==> src/rtl/io_led_ctrl.sv <==
// io_led_ctrl: register-mapped LED controller at $DEF8-$DEFF (static/blink/chase/PWM + latched error LED).
// Build option: define LED_PWM_EN to implement PWM mode 3 and the DUTY register.
module io_led_ctrl #(
   parameter int TICK_DIV = 27000,
   parameter int ERR_HALF = 128
) (
   input  logic        clk,
   input  logic        reset_n,
   input  logic        bus_access_strobe,
   input  logic [15:0] a,
   input  logic        ext_io_en,
   input  logic        r_w_n,
   input  logic [7:0]  d_in,
   output logic [7:0]  d_out,
   input  logic        err_in,
   output logic [4:0]  leds,
   output logic        led_err
);
   localparam int PW = $clog2(TICK_DIV);
   localparam int EW = (ERR_HALF > 2) ? $clog2(ERR_HALF) : 1;
   localparam logic [12:0] PAGE = 13'h1BDF;   // $DEF8 >> 3

   typedef enum logic [1:0] {
      MODE_STATIC = 2'd0,
      MODE_BLINK  = 2'd1,
      MODE_CHASE  = 2'd2,
      MODE_PWM    = 2'd3
   } mode_e;

   logic [7:0]    ctrl, rate, step_cnt, duty_rd;
   logic [4:0]    data, leds_nxt;
   logic [PW-1:0] pre_cnt;
   logic [EW-1:0] err_cnt;
   logic          hit, wr, wr_ctrl, wr_rate, wr_stat, wr_data;
   logic          tick, step, restart, phase, err_latched, err_ph, pwm_on;
   mode_e         mode;

   assign hit     = (a[15:3] == PAGE);
   assign wr      = ext_io_en && bus_access_strobe && hit && !r_w_n;
   assign wr_ctrl = wr && (a[2:0] == 3'd0);
   assign wr_rate = wr && (a[2:0] == 3'd1);
   assign wr_stat = wr && (a[2:0] == 3'd3);
   assign wr_data = wr && (a[2:0] == 3'd7);
   assign mode    = mode_e'(ctrl[1:0]);

   // Any of these realigns the step sequence so a new setting starts on the on phase.
   assign restart = wr_rate || wr_data || (wr_ctrl && (d_in[1:0] != ctrl[1:0]));
   assign tick    = (pre_cnt == PW'(TICK_DIV - 1));
   assign step    = tick && (step_cnt == rate) && !restart;

`ifdef LED_PWM_EN
   logic [7:0] duty, pwm_cnt;
   logic       wr_duty;
   assign wr_duty = wr && (a[2:0] == 3'd2);

   always_ff @(posedge clk or negedge reset_n) begin
      if (!reset_n) begin
         duty    <= 8'h80;
         pwm_cnt <= 8'h00;
      end else begin
         pwm_cnt <= pwm_cnt + 8'd1;
         if (wr_duty) duty <= d_in;
      end
   end
   assign duty_rd = duty;
   assign pwm_on  = (pwm_cnt < duty);
`else
   assign duty_rd = 8'h00;
   assign pwm_on  = 1'b1;
`endif

   always_ff @(posedge clk or negedge reset_n) begin
      if (!reset_n) begin
         ctrl <= 8'h80;
         rate <= 8'h00;
         data <= 5'h1F;
      end else begin
         if (wr_ctrl) ctrl <= d_in;
         if (wr_rate) rate <= d_in;
         // A CPU write beats a coincident chase rotation.
         if (wr_data)
            data <= d_in[4:0];
         else if (step && (mode == MODE_CHASE))
            data <= {data[3:0], data[4]};
      end
   end

   always_ff @(posedge clk or negedge reset_n) begin
      if (!reset_n)  pre_cnt <= '0;
      else if (tick) pre_cnt <= '0;
      else           pre_cnt <= pre_cnt + 1'b1;
   end

   always_ff @(posedge clk or negedge reset_n) begin
      if (!reset_n) begin
         step_cnt <= 8'h00;
         phase    <= 1'b0;
      end else if (restart) begin
         step_cnt <= 8'h00;
         phase    <= 1'b0;
      end else if (tick) begin
         step_cnt <= step ? 8'h00 : step_cnt + 8'd1;
         if (step && (mode == MODE_BLINK)) phase <= ~phase;
      end
   end

   // Set beats clear; a fresh set restarts the blink so the LED comes on first.
   always_ff @(posedge clk or negedge reset_n) begin
      if (!reset_n) begin
         err_latched <= 1'b0;
         err_cnt     <= '0;
         err_ph      <= 1'b0;
      end else begin
         if (err_in)                  err_latched <= 1'b1;
         else if (wr_stat && d_in[0]) err_latched <= 1'b0;

         if (err_in && !err_latched) begin
            err_cnt <= '0;
            err_ph  <= 1'b0;
         end else if (err_latched && tick) begin
            if (err_cnt == EW'(ERR_HALF - 1)) begin
               err_cnt <= '0;
               err_ph  <= ~err_ph;
            end else begin
               err_cnt <= err_cnt + 1'b1;
            end
         end
      end
   end

   always_comb begin
      leds_nxt = 5'h1F;
      if (ctrl[7]) begin
         case (mode)
            MODE_BLINK: leds_nxt = phase ? 5'h1F : data;
            MODE_PWM:   leds_nxt = pwm_on ? data : 5'h1F;
            default:    leds_nxt = data;
         endcase
      end
   end

   always_ff @(posedge clk or negedge reset_n) begin
      if (!reset_n) begin
         leds    <= 5'h1F;
         led_err <= 1'b1;
      end else begin
         leds    <= leds_nxt;
         led_err <= err_latched ? err_ph : 1'b1;
      end
   end

   always_comb begin
      d_out = 8'h00;
      if (hit) begin
         case (a[2:0])
            3'd0:    d_out = ctrl;
            3'd1:    d_out = rate;
            3'd2:    d_out = duty_rd;
            3'd3:    d_out = {6'b0, phase, err_latched};
            3'd7:    d_out = {3'b000, data};
            default: d_out = 8'h00;
         endcase
      end
   end

endmodule

==> config.mk <==
export PLATFORM = sky130hd
export DESIGN_NAME = io_led_ctrl
export DESIGN_NICKNAME = d
export VERILOG_FILES = /design/src/rtl/io_led_ctrl.sv
export SDC_FILE = /design/constraint.sdc
export NUM_CORES = 1
export LEC_CHECK = 0
export CORE_UTILIZATION = 59
export CTS_CLUSTER_SIZE = 24
export DETAILED_ROUTE_END_ITERATION = 6
export PLACE_DENSITY = 0.83
export SETUP_SLACK_MARGIN = 0.05
export SLEW_MARGIN = 10
export SYNTH_ARGS = -nofsm -noshare
export SYNTH_HDL_FRONTEND = slang
export SYNTH_SLANG_ARGS = --single-unit
export TNS_END_PERCENT = 50
==> constraint.sdc <==
create_clock -name clk -period 3.8 [get_ports clk]
set_input_delay 0.57 -clock clk [delete_from_list [all_inputs] [get_ports clk]]
set_output_delay 0.57 -clock clk [all_outputs]
set_load 0.1 [all_outputs]
# == Word-level counts from Yosys, hierarchy flattened ==
# Cells that the tools add are included.
# word_totals
input_bits,30
reg_bits,60
wordCells,78
# op_classes
mux,23
bitwise,2
reduce_logical,29
n_eq_ne,10
n_addsub,3
# op_table
op,count
$mux 8,4
$pmux 8 s4,1
$mux 5,5
$mux 7,3
$add 15x1->15 const B,1
$eq 15x15->1 const B,1
$logic_and 1x1->1,15
$mux 15,1
$eq 13x13->1 const B,1
$reduce_bool 2->1,6
$mux 1,9
$add 8x1->8 const B,1
$eq 8x8->1,1
$add 7x1->7 const B,1
$eq 7x7->1 const B,1
$reduce_and 2->1,2
$eq 3x1->1 const B,1
$eq 3x2->1 const B,1
$eq 3x3->1 const B,1
$logic_not 1->1,3
$logic_not 3->1,1
$eq 2x1->1 const B,1
$eq 2x2->1 const B,1
$logic_or 1x1->1,2
2 further kinds,3

# == Longest topological paths before layout ==
# logic_depth
word_depth,12
depth_mapped,7

# == Least setup slack after synthesis ==
# No wires, ideal clock.
# synth_path
path_kind,input -> output
start,in a[8]
end,out d_out[5]
stages,4
required_ns,3.230
setup_slack_ns,-1.180
arrival_ns,4.410
path_cell_list,nand4b_1 nor4_1 o21ai_1 nor4_1
# synth_via
elab_chain_len,2
# synth_rtl
item,line,rtl
start: declaration,10,"input logic [15:0] a,"
$eq 13x13->1,38,assign hit = (a[15:3] == PAGE);
$mux 8,154,if (hit) begin
end: declaration,14,"output logic [7:0] d_out,"
# No other way between the ends.

# == Worst setup path in the final report ==
# layout_path
start,in a[0]
end,out d_out[3]
# layout_via
elab_chain_len,3
# layout_rtl
item,line,rtl
"$eq 3x3->1, or another cell as far along",155,case (a[2:0])
$pmux 8 s4 *,155,
$mux 8 *,154,
# Every way passes the cells marked *; elsewhere a longest branch is shown, timed or not.

==> qor.yml <==
outcome: "finished, final reports clean"
cts-buffers-inserted: 9
intPower_uw: 957
holdBufCountCts: 0
netlist_instances: 291
async_reset_ff_share_pct: 100
switching_share_pct: 23.6
hp-class: "primary input to asynchronous set/reset pin"
grtUsageTotal_pct: 26.4
cellLeakagePower_uw: 0.00167
synthToLayoutAreaGrowth_pct: 25.2
cts_tree: "built"
p_switching_uw: 295
clkTransAtPathRegs_ns: 0.06
critical_path.max_stage_delay_ns: 0.71
port_buffers: 43
hpwl_um: 4840
min_period_ns: 3.22
fin_util_pct: 76.4
dr_total_vias: 2417
grt_first_pass_wirelength_um: 10700
maxCapViolCount: 0
drt_iter0_drc: 126
mostFrequentLayoutCells: "dfrtp_1 (48), clkdlybuf4s50_1 (34), mux2_2 (29)"
finalSetupViolations: 0
firstDrtPassIters: 4
routabilityCongestion: 0.862
cp_max_fo: 13
final_hold_viol_count: 0
fp-row-count: 26
peakVddDrop_v: 0.000246
cts_buffer_depth: 2
stdcell_area_mm2: 0.00390
worstSetupPathType: "primary input to output port"
grt_pass1_vias: 2276
globalRouteOverflowTotal: 0
pwr-share-clk_pct: 40.7
post_cts_resized: 0
path_cells: "clkdlybuf4s50_1 -> and2_1 -> o21ai_1 -> nor2_1 -> buf_12"
cts_setup_buffers: 0
cp_slowest_cell: "clkdlybuf4s50_1"
cts_sinks: 60
p_seq_share_pct: 52.6
die_w_um: 74.7
via_per_inst: 5.84
rsz0062_at_grt: "no"
drc: 0
die_area_mm2: 0.00557
die_y_um: 74.7
synth_cell_type_count: 42
worstMarginPinSlew_ns: 1.01
clk_latency_ns: 0.34
antennaDiodeCount: 0
final_common_cell: "dfrtp_1"
post_drt_wl_per_cell_um: 16.4
synth_edf_count: 0
synth-seq-cells: 60
ioPinCount: 44
design.core.area_mm2: 0.00511
antenna_found_initial: 0
cp-start-kind: "primary input"
end_kind: "output port"
final_max_slew_viol_count: 0
fin_crit_sh_pct: 84.7
drive_above_1_share_pct: 23.3
h-tree-depth: 3
drtAntennaViolNets: 0
placed_area_mm2: 0.00373
nNetsFinal: 373
wirelength_um: 6800
fmax_mhz: 311
syn_area_mm2: 0.00311
root_buffer: "clkbuf_8"
critPathArrivalTime_ns: 2.65
synth_top_flop_cell: "dfrtp_1"
relSlewSlack_pct: 32.8
combPwrFrac_pct: 6.7
grt_max_degree: 44
cp_data_required_time_ns: 3.23
synth_area_per_cell_um2: 10.7
synth_nets: 324
initial_core_util_pct: 61.0
skew_ns: 0.00639
power_density_mw_per_mm2: 321
ys_seq_area_share_pct: 48.7
ys_warn_count: 0
[metrics by stage]
stage	power [µW]	instances	setup TNS [ns]	hold WS (ns)	worst slack (ns)
after floorplan	701	291	-0.153	0.274	-0.0511
after global placement	751	399	0	0.444	0.697
after detailed placement	754	399	0	0.460	0.603
after CTS	1260	414	0	0.398	0.581
after global routing	1290	414	0	0.453	0.472
final	1250	414	0	0.369	0.581
[critical path: cells and delay by family]
family	cells	cell delay (ns)
compound gates	1	0.56
buf+inv	2	0.93
simple gates	2	0.58
[cells in the mapped netlist, types with 5 or more instances]
library cell	instances	share of area, %
dfrtp_1	48	39
mux2_2	29	10
nor2_1	28	3.4
xor2_1	20	5.6
nand3_1	17	2.7
a21oi_1	15	2.4
nand2_1	14	1.7
o21ai_0	13	2.1
dfstp_2	12	10
and3_1	9	1.8
clkbuf_1	8	0.96
mux2i_1	8	2.6
nand4_1	6	1.2
nor4_1	6	1.2
or2_2	6	1.2
xnor2_1	6	1.7
nand3b_1	5	1.2
[per-layer routing]
metal | vias up | GRT usage [%] | share of wire (%)
li1 | 1150 | - | -
met4 | 0 | 11.3 | 1.6
met2 | 66 | 43.2 | 51
met3 | 11 | 4.82 | 3.5
met5 | - | 0 | 0
met1 | 1190 | 34.7 | 43
[final timing paths]
path	startpoint	end	slack (ns)	depth (start not counted)
worst max-delay path	a[0]	d_out[3]	0.58	5
worst min-delay path	reset_n	pre_cnt[7]	0.37	1
worst max register to register	pre_cnt[10]	data[3]	1.24	4
worst min register to register	pre_cnt[0]	pre_cnt[0]	0.46	1
max in group asynchronous	reset_n	data[4]	2.58	2
min in group clk	pre_cnt[0]	pre_cnt[0]	0.46	1
[cell type report]
type	instances	area [µm²]
clock inverter	2	10.0
inverter	3	11.3
fill	358	1210
clock buffer	13	159
tap	70	87.6
sequential	60	1520
multi-input combinational	219	1580
timing repair buffer	47	536
[kinds of logic after synthesis]
kind of cell / Yosys count / share of synthesized area, %
AOI/OAI and AO/OA: 45 / 9.44
xor gates and xnor gates: 26 / 7.31
adders and majority gates: 3 / 1.21
buffers and inverters: 12 / 1.45
DFF: 60 / 48.7
muxes: 37 / 13.1
and+or+nand+nor: 108 / 18.8
[sequential cells by signal, summed over array words and instances, names as in the netlist]
register	count
ctrl	8
data	5
err_cnt	7
err_latched	1
err_ph	1
led_err	1
leds	5
phase	1
pre_cnt	15
rate	8
step_cnt	8
[power by group through the flow]
stage          sequential (µW)  clock, µW  combinational [µW]
3_5_place_dp               670          0                83.7
6_report                   658        509                83.8
5_1_grt                    660        541                91.3
2_1_floorplan              678          0                22.3
3_3_place_gp               669          0                82.1
4_1_cts                    658        514                84.4
No activity file was read; power rests on OpenSTA's default activity.
